==> src/rtl/mem_port_arbiter.sv <==
// Arbiter for the CPU's unified memory port: data requests win by default,
// and a saturating streak counter bounds how long a pending fetch can be starved.
module mem_port_arbiter #(
  parameter int ADDR_W     = 32,
  parameter int DATA_W     = 32,
  parameter int STARVE_MAX = 4
) (
  input  logic              clk_i,
  input  logic              rst_i,
  input  logic              i_req_i,
  input  logic [ADDR_W-1:0] i_addr_i,
  output logic              i_ack_o,
  output logic [DATA_W-1:0] i_rdata_o,
  input  logic              d_req_i,
  input  logic              d_we_i,
  input  logic [ADDR_W-1:0] d_addr_i,
  input  logic [DATA_W-1:0] d_wdata_i,
  output logic              d_ack_o,
  output logic [DATA_W-1:0] d_rdata_o,
  output logic              mem_req_o,
  output logic              mem_we_o,
  output logic [ADDR_W-1:0] mem_addr_o,
  output logic [DATA_W-1:0] mem_wdata_o,
  input  logic [DATA_W-1:0] mem_rdata_i,
  input  logic              mem_ready_i,
  output logic [1:0]        owner_o,
  output logic              stall_o
);

  typedef enum logic [1:0] {
    ST_IDLE   = 2'd0,
    ST_I_BUSY = 2'd1,
    ST_D_BUSY = 2'd2,
    ST_ACK    = 2'd3
  } state_e;

  localparam logic [3:0] STREAK_MAX = 4'(STARVE_MAX);
  localparam logic [1:0] OWN_NONE   = 2'b00;
  localparam logic [1:0] OWN_FETCH  = 2'b01;
  localparam logic [1:0] OWN_DATA   = 2'b10;

  state_e            state_q, state_d;
  logic [3:0]        streak_q, streak_d;
  logic [1:0]        own_q, own_d;
  logic              mem_we_q, mem_we_d;
  logic [ADDR_W-1:0] mem_addr_q, mem_addr_d;
  logic [DATA_W-1:0] mem_wdata_q, mem_wdata_d;
  logic [DATA_W-1:0] i_rdata_q, i_rdata_d;
  logic [DATA_W-1:0] d_rdata_q, d_rdata_d;
  logic              grant_data_s;
  logic              grant_fetch_s;

  // State and datapath registers
  always_ff @(posedge clk_i or negedge rst_i) begin
    if (!rst_i) begin
      state_q     <= ST_IDLE;
      streak_q    <= 4'd0;
      own_q       <= OWN_NONE;
      mem_we_q    <= 1'b0;
      mem_addr_q  <= '0;
      mem_wdata_q <= '0;
      i_rdata_q   <= '0;
      d_rdata_q   <= '0;
    end else begin
      state_q     <= state_d;
      streak_q    <= streak_d;
      own_q       <= own_d;
      mem_we_q    <= mem_we_d;
      mem_addr_q  <= mem_addr_d;
      mem_wdata_q <= mem_wdata_d;
      i_rdata_q   <= i_rdata_d;
      d_rdata_q   <= d_rdata_d;
    end
  end

  // Next-state, arbitration and capture logic
  always_comb begin
    state_d       = state_q;
    streak_d      = streak_q;
    own_d         = own_q;
    mem_we_d      = mem_we_q;
    mem_addr_d    = mem_addr_q;
    mem_wdata_d   = mem_wdata_q;
    i_rdata_d     = i_rdata_q;
    d_rdata_d     = d_rdata_q;
    // Fetch overrides data only once the streak has reached its bound
    grant_data_s  = d_req_i & ~(i_req_i & (streak_q == STREAK_MAX));
    grant_fetch_s = i_req_i & ~grant_data_s;
    case (state_q)
      ST_IDLE: begin
        if (grant_data_s) begin
          state_d     = ST_D_BUSY;
          own_d       = OWN_DATA;
          mem_we_d    = d_we_i;
          mem_addr_d  = d_addr_i;
          mem_wdata_d = d_wdata_i;
          if (!i_req_i) begin
            streak_d = 4'd0;
          end else if (streak_q == STREAK_MAX) begin
            streak_d = STREAK_MAX;
          end else begin
            streak_d = streak_q + 4'd1;
          end
        end else if (grant_fetch_s) begin
          state_d    = ST_I_BUSY;
          own_d      = OWN_FETCH;
          mem_we_d   = 1'b0;
          mem_addr_d = i_addr_i;
          streak_d   = 4'd0;
        end else begin
          state_d = ST_IDLE;
        end
      end
      ST_I_BUSY: begin
        if (mem_ready_i) begin
          i_rdata_d = mem_rdata_i;
          state_d   = ST_ACK;
        end else begin
          state_d = ST_I_BUSY;
        end
      end
      ST_D_BUSY: begin
        if (mem_ready_i) begin
          if (!mem_we_q) begin
            d_rdata_d = mem_rdata_i;
          end else begin
            d_rdata_d = d_rdata_q;
          end
          state_d = ST_ACK;
        end else begin
          state_d = ST_D_BUSY;
        end
      end
      ST_ACK:  state_d = ST_IDLE;
      default: state_d = ST_IDLE;
    endcase
  end

  // Output decode from the registered state
  always_comb begin
    mem_req_o = 1'b0;
    i_ack_o   = 1'b0;
    d_ack_o   = 1'b0;
    owner_o   = OWN_NONE;
    case (state_q)
      ST_I_BUSY: begin
        mem_req_o = 1'b1;
        owner_o   = OWN_FETCH;
      end
      ST_D_BUSY: begin
        mem_req_o = 1'b1;
        owner_o   = OWN_DATA;
      end
      ST_ACK: begin
        owner_o = own_q;
        i_ack_o = (own_q == OWN_FETCH);
        d_ack_o = (own_q == OWN_DATA);
      end
      ST_IDLE: owner_o = OWN_NONE;
      default: owner_o = OWN_NONE;
    endcase
  end

  assign mem_we_o    = mem_we_q;
  assign mem_addr_o  = mem_addr_q;
  assign mem_wdata_o = mem_wdata_q;
  assign i_rdata_o   = i_rdata_q;
  assign d_rdata_o   = d_rdata_q;
  assign stall_o     = (i_req_i & ~i_ack_o) | (d_req_i & ~d_ack_o);

endmodule

==> config.mk <==
export PLATFORM = sky130hd
export DESIGN_NAME = mem_port_arbiter
export DESIGN_NICKNAME = d
export VERILOG_FILES = /design/src/rtl/mem_port_arbiter.sv
export SDC_FILE = /design/constraint.sdc
export NUM_CORES = 1
export LEC_CHECK = 0
export CAP_MARGIN = 5
export CORE_MARGIN = 2
export CORE_UTILIZATION = 45
export DETAILED_ROUTE_END_ITERATION = 7
export GPL_ROUTABILITY_DRIVEN = 0
export PLACE_DENSITY_LB_ADDON = 0.15
export SYNTH_ARGS = -nofsm -noshare
export SYNTH_HDL_FRONTEND = slang
export SYNTH_SLANG_ARGS = --single-unit
==> constraint.sdc <==
create_clock -name clk_i -period 3.25 [get_ports clk_i]
set_clock_uncertainty 0.1 [all_clocks]
set_input_delay 0.325 -clock clk_i [delete_from_list [all_inputs] [get_ports clk_i]]
set_output_delay 0.325 -clock clk_i [all_outputs]
set_load 0.01 [all_outputs]
==> results of run 1 <==
==> stage by stage <==
step / instance area [sq um] / hold WS (ns) / util, % / setup WS (ns) / instances
2_1_floorplan: 5810 / -0.0706 / - / 1.45 / 450
3_3_place_gp: 8650 / 0.369 / 68.6 / 0.762 / 867
3_5_place_dp: 8650 / 0.377 / 68.6 / 0.658 / 867
4_1_cts: 9280 / 0.357 / 73.5 / 0.821 / 900
5_1_grt: 9280 / 0.371 / 73.5 / 0.713 / 900
6_report: 9280 / 0.373 / 73.5 / 0.832 / 900
==> layout make-up <==
class | instances | share of cell area [%]
clock buffer | 25 | 5.45
multi-input combinational | 276 | 23.9
tap | 172 | 2.32
clock inverter | 7 | 1.21
timing repair buffer | 279 | 30.0
inverter | 4 | 0.162
sequential | 137 | 36.9
==> sequential cells by signal, summed over array words and instances, names as in the netlist <==
| signal | flops |
|---|---|
| d_rdata_o | 32 |
| mem_addr_o | 32 |
| streak_q | 4 |
| own_q | 2 |
| mem_wdata_o | 32 |
| i_rdata_o | 32 |
| state_q | 2 |
| mem_we_o | 1 |
==> per-layer routing <==
layer	global-route usage [%]	part of all wire, %	vias to the layer above
li1	-	-	2143
met2	41.8	53	178
met5	0	0	-
met3	7.70	6.8	13
met1	26.5	39	2282
met4	6.85	1.2	0
==> synthesized netlist by cell type, types with 2 or more instances <==
cell / instances / area, sq um
clkbuf_1: 21 / 78.8
nand3b_1: 2 / 15.0
o21ai_0: 7 / 35.0
and3_1: 2 / 12.5
o211ai_1: 33 / 248
ha_1: 7 / 87.6
mux2_4: 28 / 420
inv_1: 4 / 15.0
buf_2: 4 / 20.0
buf_6: 4 / 45.0
a21oi_1: 3 / 15.0
nand3_1: 5 / 25.0
mux2_2: 68 / 766
nor2_1: 5 / 18.8
buf_1: 4 / 15.0
nand4_1: 32 / 200
dfrtp_1: 137 / 3430
nand2_1: 74 / 278
==> critical path, stage by stage, from the launching register on <==
cell     delay [ns]
dfrtp_1        0.40
inv_1          0.11
ha_1           0.50
and3_2         0.28
buf_4          0.49
mux2_2         0.41
==> repair_timing <==
| action | in CTS | in global routing |
|---|---|---|
| endpoints found under the setup margin | 0 | 0 |
| hold endpoints to repair | 94 | 0 |
| hold buffers | 1 | 0 |
==> power by group <==
part	switching, uW	internal [uW]	total [uW]
Combinational	1710	2520	4230
Sequential	491	2570	3070
Clock	682	1300	1990
==> worst min-delay path by stage <==
stage,depth (start not counted),startpoint,slack [ns],to
4_1_cts,3,i_addr_i[22],0.36,mem_addr_o[22]
3_3_place_gp,1,rst_i,0.37,mem_wdata_o[6]
5_1_grt,3,i_addr_i[22],0.37,mem_addr_o[22]
2_1_floorplan,0,rst_i,-0.07,d_rdata_o[0]
6_report,3,i_addr_i[22],0.37,mem_addr_o[22]
3_5_place_dp,1,rst_i,0.38,mem_wdata_o[10]
==> kinds of logic (layout without fill, tap and decap cells) <==
| logic type | Yosys count | count (layout) | synth area share, % |
|---|---|---|---|
| mux | 96 | 96 | 20.4 |
| compound gates | 48 | 48 | 5.81 |
| simple gates | 125 | 125 | 10.3 |
| buf+inv | 37 | 315 | 2.99 |
| flops | 137 | 137 | 59.0 |
| fa+ha+maj | 7 | 7 | 1.51 |
==> out/qor.txt, run 1 <==
WP data arrival: 2.61 ns
First DRT Iteration DRCs: 289
vias per cell: 5.13
worst-skew pair later-pin latency: 0.41 ns
# diodes: 0
postcts setup bufs: 0
Cell Pwr Density: 1000 nW/um^2
CTS tree: yes
H-Tree Depth: 4
Pre-antenna DRT Iters: 4
die area: 13800 sq um
GRT Util Overall: 23.3%
via count: 4616
total gr overflow: 0
area of the multi-input gates: 2220 sq um
detail-routed net length per standard cell: 17.8 um
antenna violations before repair: 0
Clock Tree Root: clkbuf_16
post-route ant nets: 0
CTS resizes: 0
commonest non-fill, non-tap cells in the layout: 267 x clkdlybuf4s50_1, 137 x dfrtp_1, 74 x nand2_1, 68 x mux2_2, 33 x o211ai_1
clock buffer depth: 2
Max-Cap Viols: 0
crit path launch: state_q[0]
die width: 118 um
core area: 12600 sq um
CP endpoint kind: flop
DR DRC count: 0
Mapped Cells: 450
worst reg2reg path depth: 5
# IOs: 269
ys flop type: dfrtp_1
first-pass GRT wire length: 25200 um
WS Path Type: reg2reg
sequential cell area: 3430 sq um
fin crit share: 74.4%
Pins Over Slew Limit: 0
Final nets: 856
Syn Std Cell Area: 5810 sq um
fmax: 414 MHz
Sum Neg Setup Slack: 0 ns
Synth-to-Final Area Change: 59.7%
final WL: 16000 um
Hold WC Path Type: in2reg
Die Y: 118 um
Synth Register Bits: 137
R2R Path End: mem_wdata_o[24]
Post-synth ARST share: 100%
fillers: 861
worst-margin pin slew: 0.969 ns
Worst R2R Start: state_q[0]
Critical Path RT: 3.45 ns
crit path capture: mem_wdata_o[24]
vias in the first global route: 4678
Port Buf Inserts: 268
Mean Syn Cell Area: 12.9 sq um
largest net degree at the start of global routing: 96
flop-to-flop setup slack: 0.83 ns
sequential area share after synthesis: 59.0%
layout cell share with drive strength beyond 1: 19.2%
worst vdd ir: 407 uV
Pwr Total: 9280 uW
Rel. slew slack: 35.1%
unrepaired setup endpoints after global routing: no
Hold Violations, Final: 0
Final min period: 2.42 ns
Crit Path Max Fanout: 34
library cells used by synthesis: 28
Detailed Place HPWL: 11600 um
CTS Buf Count: 17
EDFF count, synth: 0
startpoint types: flop
Ys Warns: 0
Leakage: 0.00390 uW
FP Rows: 41
initial core utilization: 46.1%
Reg clk slew, reported paths: 0.05 ns
final setup fails: 0
Sink Count: 137
status: finished, final reports clean
Syn Nets: 591
commonest non-fill, non-tap cell in the layout: clkdlybuf4s50_1
No activity file was read; power rests on OpenSTA's default activity.
==> inputs of run 2 (changes only) <==
Settings changed: CORE_UTILIZATION 45 to 38.
Clock period 3.25 ns to 2 ns, I/O delays scaled along.
==> run 2 against run 1 <==
  * Total power grew 62%
  * Final area grew 1.5%
  * Clock power grew 53%
  * Critical endpoint is now stall_o
  * Die area grew 18%
  * Count of clock-buffer cells in the layout grew 1
  * Final cell count grew 2.9%
  * Sequential power grew 61%
  * Routed wire length grew 1.5%
  * First-iteration DRC count shrank 28%
==> out/qor.txt, run 2 (synthesis results as in run 1) <==
status: finished, final reports clean
Pre-antenna DRT Iters: 4
Leakage: 0.00398 uW
clock buffer depth: 2
final WL: 16200 um
CP max stage cell: dfrtp_1
Pwr Total: 15000 uW
internal cell power: 10300 uW
Synth-to-Final Area Change: 62.0%
die width: 128 um
CP endpoint kind: output port
worst-skew pair later-pin latency: 0.41 ns
GRT Util Overall: 21.0%
WS Path Type: reg2out
Sink Count: 137
layout cell share with drive strength beyond 1: 20.9%
antenna violations before repair: 0
CTS Buf Count: 17
H-Tree Depth: 4
startpoint types: flop
detail-routed net length per standard cell: 17.5 um
worst vdd ir: 688 uV
Rel. slew slack: 72.1%
Final nets: 867
FP Rows: 45
commonest non-fill, non-tap cell in the layout: clkdlybuf4s50_1
worst reg2reg path depth: 6
vias in the first global route: 4980
Sum Neg Setup Slack: 0 ns
largest net degree at the start of global routing: 43
WP buf/inv: 1
CP peak stage delay: 0.37 ns
fin crit share: 95.1%
CP cell instances: ha_2, nand2_1, o21ai_2, nand2_1, dlygate4sd2_1
First DRT Iteration DRCs: 209
# diodes: 0
worst-margin pin slew: 0.418 ns
Detailed Place HPWL: 12000 um
core area: 15100 sq um
# IOs: 269
Final min period: 1.90 ns
die area: 16300 sq um
total gr overflow: 0
Psw: 4730 uW
Die Y: 128 um
sequential cell area: 3430 sq um
Final Util: 62.4%
vias per cell: 5.03
unrepaired setup endpoints after global routing: no
DR DRC count: 0
final setup fails: 0
initial core utilization: 38.5%
Hold Violations, Final: 0
post-route ant nets: 0
area of the multi-input gates: 2220 sq um
Port Buf Inserts: 268
fillers: 1198
Critical Path RT: 1.70 ns
Logic pwr share: 46.8%
fmax: 526 MHz
Clk pwr share: 20.3%
Clock Tree Root: clkbuf_16
WP data arrival: 1.60 ns
Crit. path cell count: 5
WHS: 0.170 ns
Hold WC Path Type: in2async
CTS tree: yes
commonest non-fill, non-tap cells in the layout: 261 x clkdlybuf4s50_1, 137 x dfrtp_1, 74 x nand2_1, 68 x mux2_2, 33 x o211ai_1
Crit Path Max Fanout: 3
switching share of power: 31.5%
Max-Cap Viols: 0
via count: 4655
Cell Pwr Density: 1600 nW/um^2
Crit path max-delay family: flip-flops
first-pass GRT wire length: 26500 um
sequential power share: 32.9%
Reg clk slew, reported paths: 0.06 ns
Pins Over Slew Limit: 0
most frequent CP cell: nand2_1
[run 2: cell type report]
type,count,area share [%]
sequential,137,36.4
timing repair buffer,290,31.1
multi-input combinational,276,23.6
clock buffer,26,5.62
tap,188,2.50
clock inverter,5,0.625
inverter,4,0.159
[run 2: path summary, 6_finish.rpt]
path                                     start              to  slack (ns)
worst min register to register  mem_addr_o[20]  mem_addr_o[20]        0.39
max in group asynchronous                rst_i   mem_addr_o[5]        1.08
worst min-delay path                     rst_i   i_rdata_o[21]        0.17
worst max register to register     streak_q[0]  mem_wdata_o[5]        0.12
min in group clk_i                 i_addr_i[8]   mem_addr_o[8]        0.25
worst max-delay path                state_q[1]         stall_o         0.1
[run 2: what timing repair did]
item,4_1_cts,5_1_grt
pin swaps,0,0
setup buffers,0,0
resized for setup,6,5
endpoints found under the hold margin,124,0
hold buffers,1,0
endpoints found under the setup margin,6,2
[run 2: metrics by stage]
stage               instance area, sq um  instances  setup WS, ns
detailed placement                  8820        894        0.0833
CTS                                 9410        926        0.0113
floorplan                           5810        450         0.201
global route                        9420        926       0.00622
finish                              9420        926        0.0972
global placement                    8820        894         0.111
[run 2: metal layers]
layer | global-route usage, % | wire length, um
met4 | 7.69 | 303
met1 | 25.9 | 6800
met3 | 5.51 | 990
met5 | 0 | 0
met2 | 35.5 | 8140
[run 2: power groups by stage]
| stage | Clock [uW] | Combinational (uW) | Sequential, uW |
|---|---|---|---|
| floorplan | 0 | 2610 | 5540 |
| global placement | 0 | 7000 | 4930 |
| detailed placement | 0 | 7150 | 4980 |
| CTS | 3120 | 7140 | 4960 |
| global route | 3270 | 7560 | 5150 |
| finish | 3050 | 7050 | 4950 |
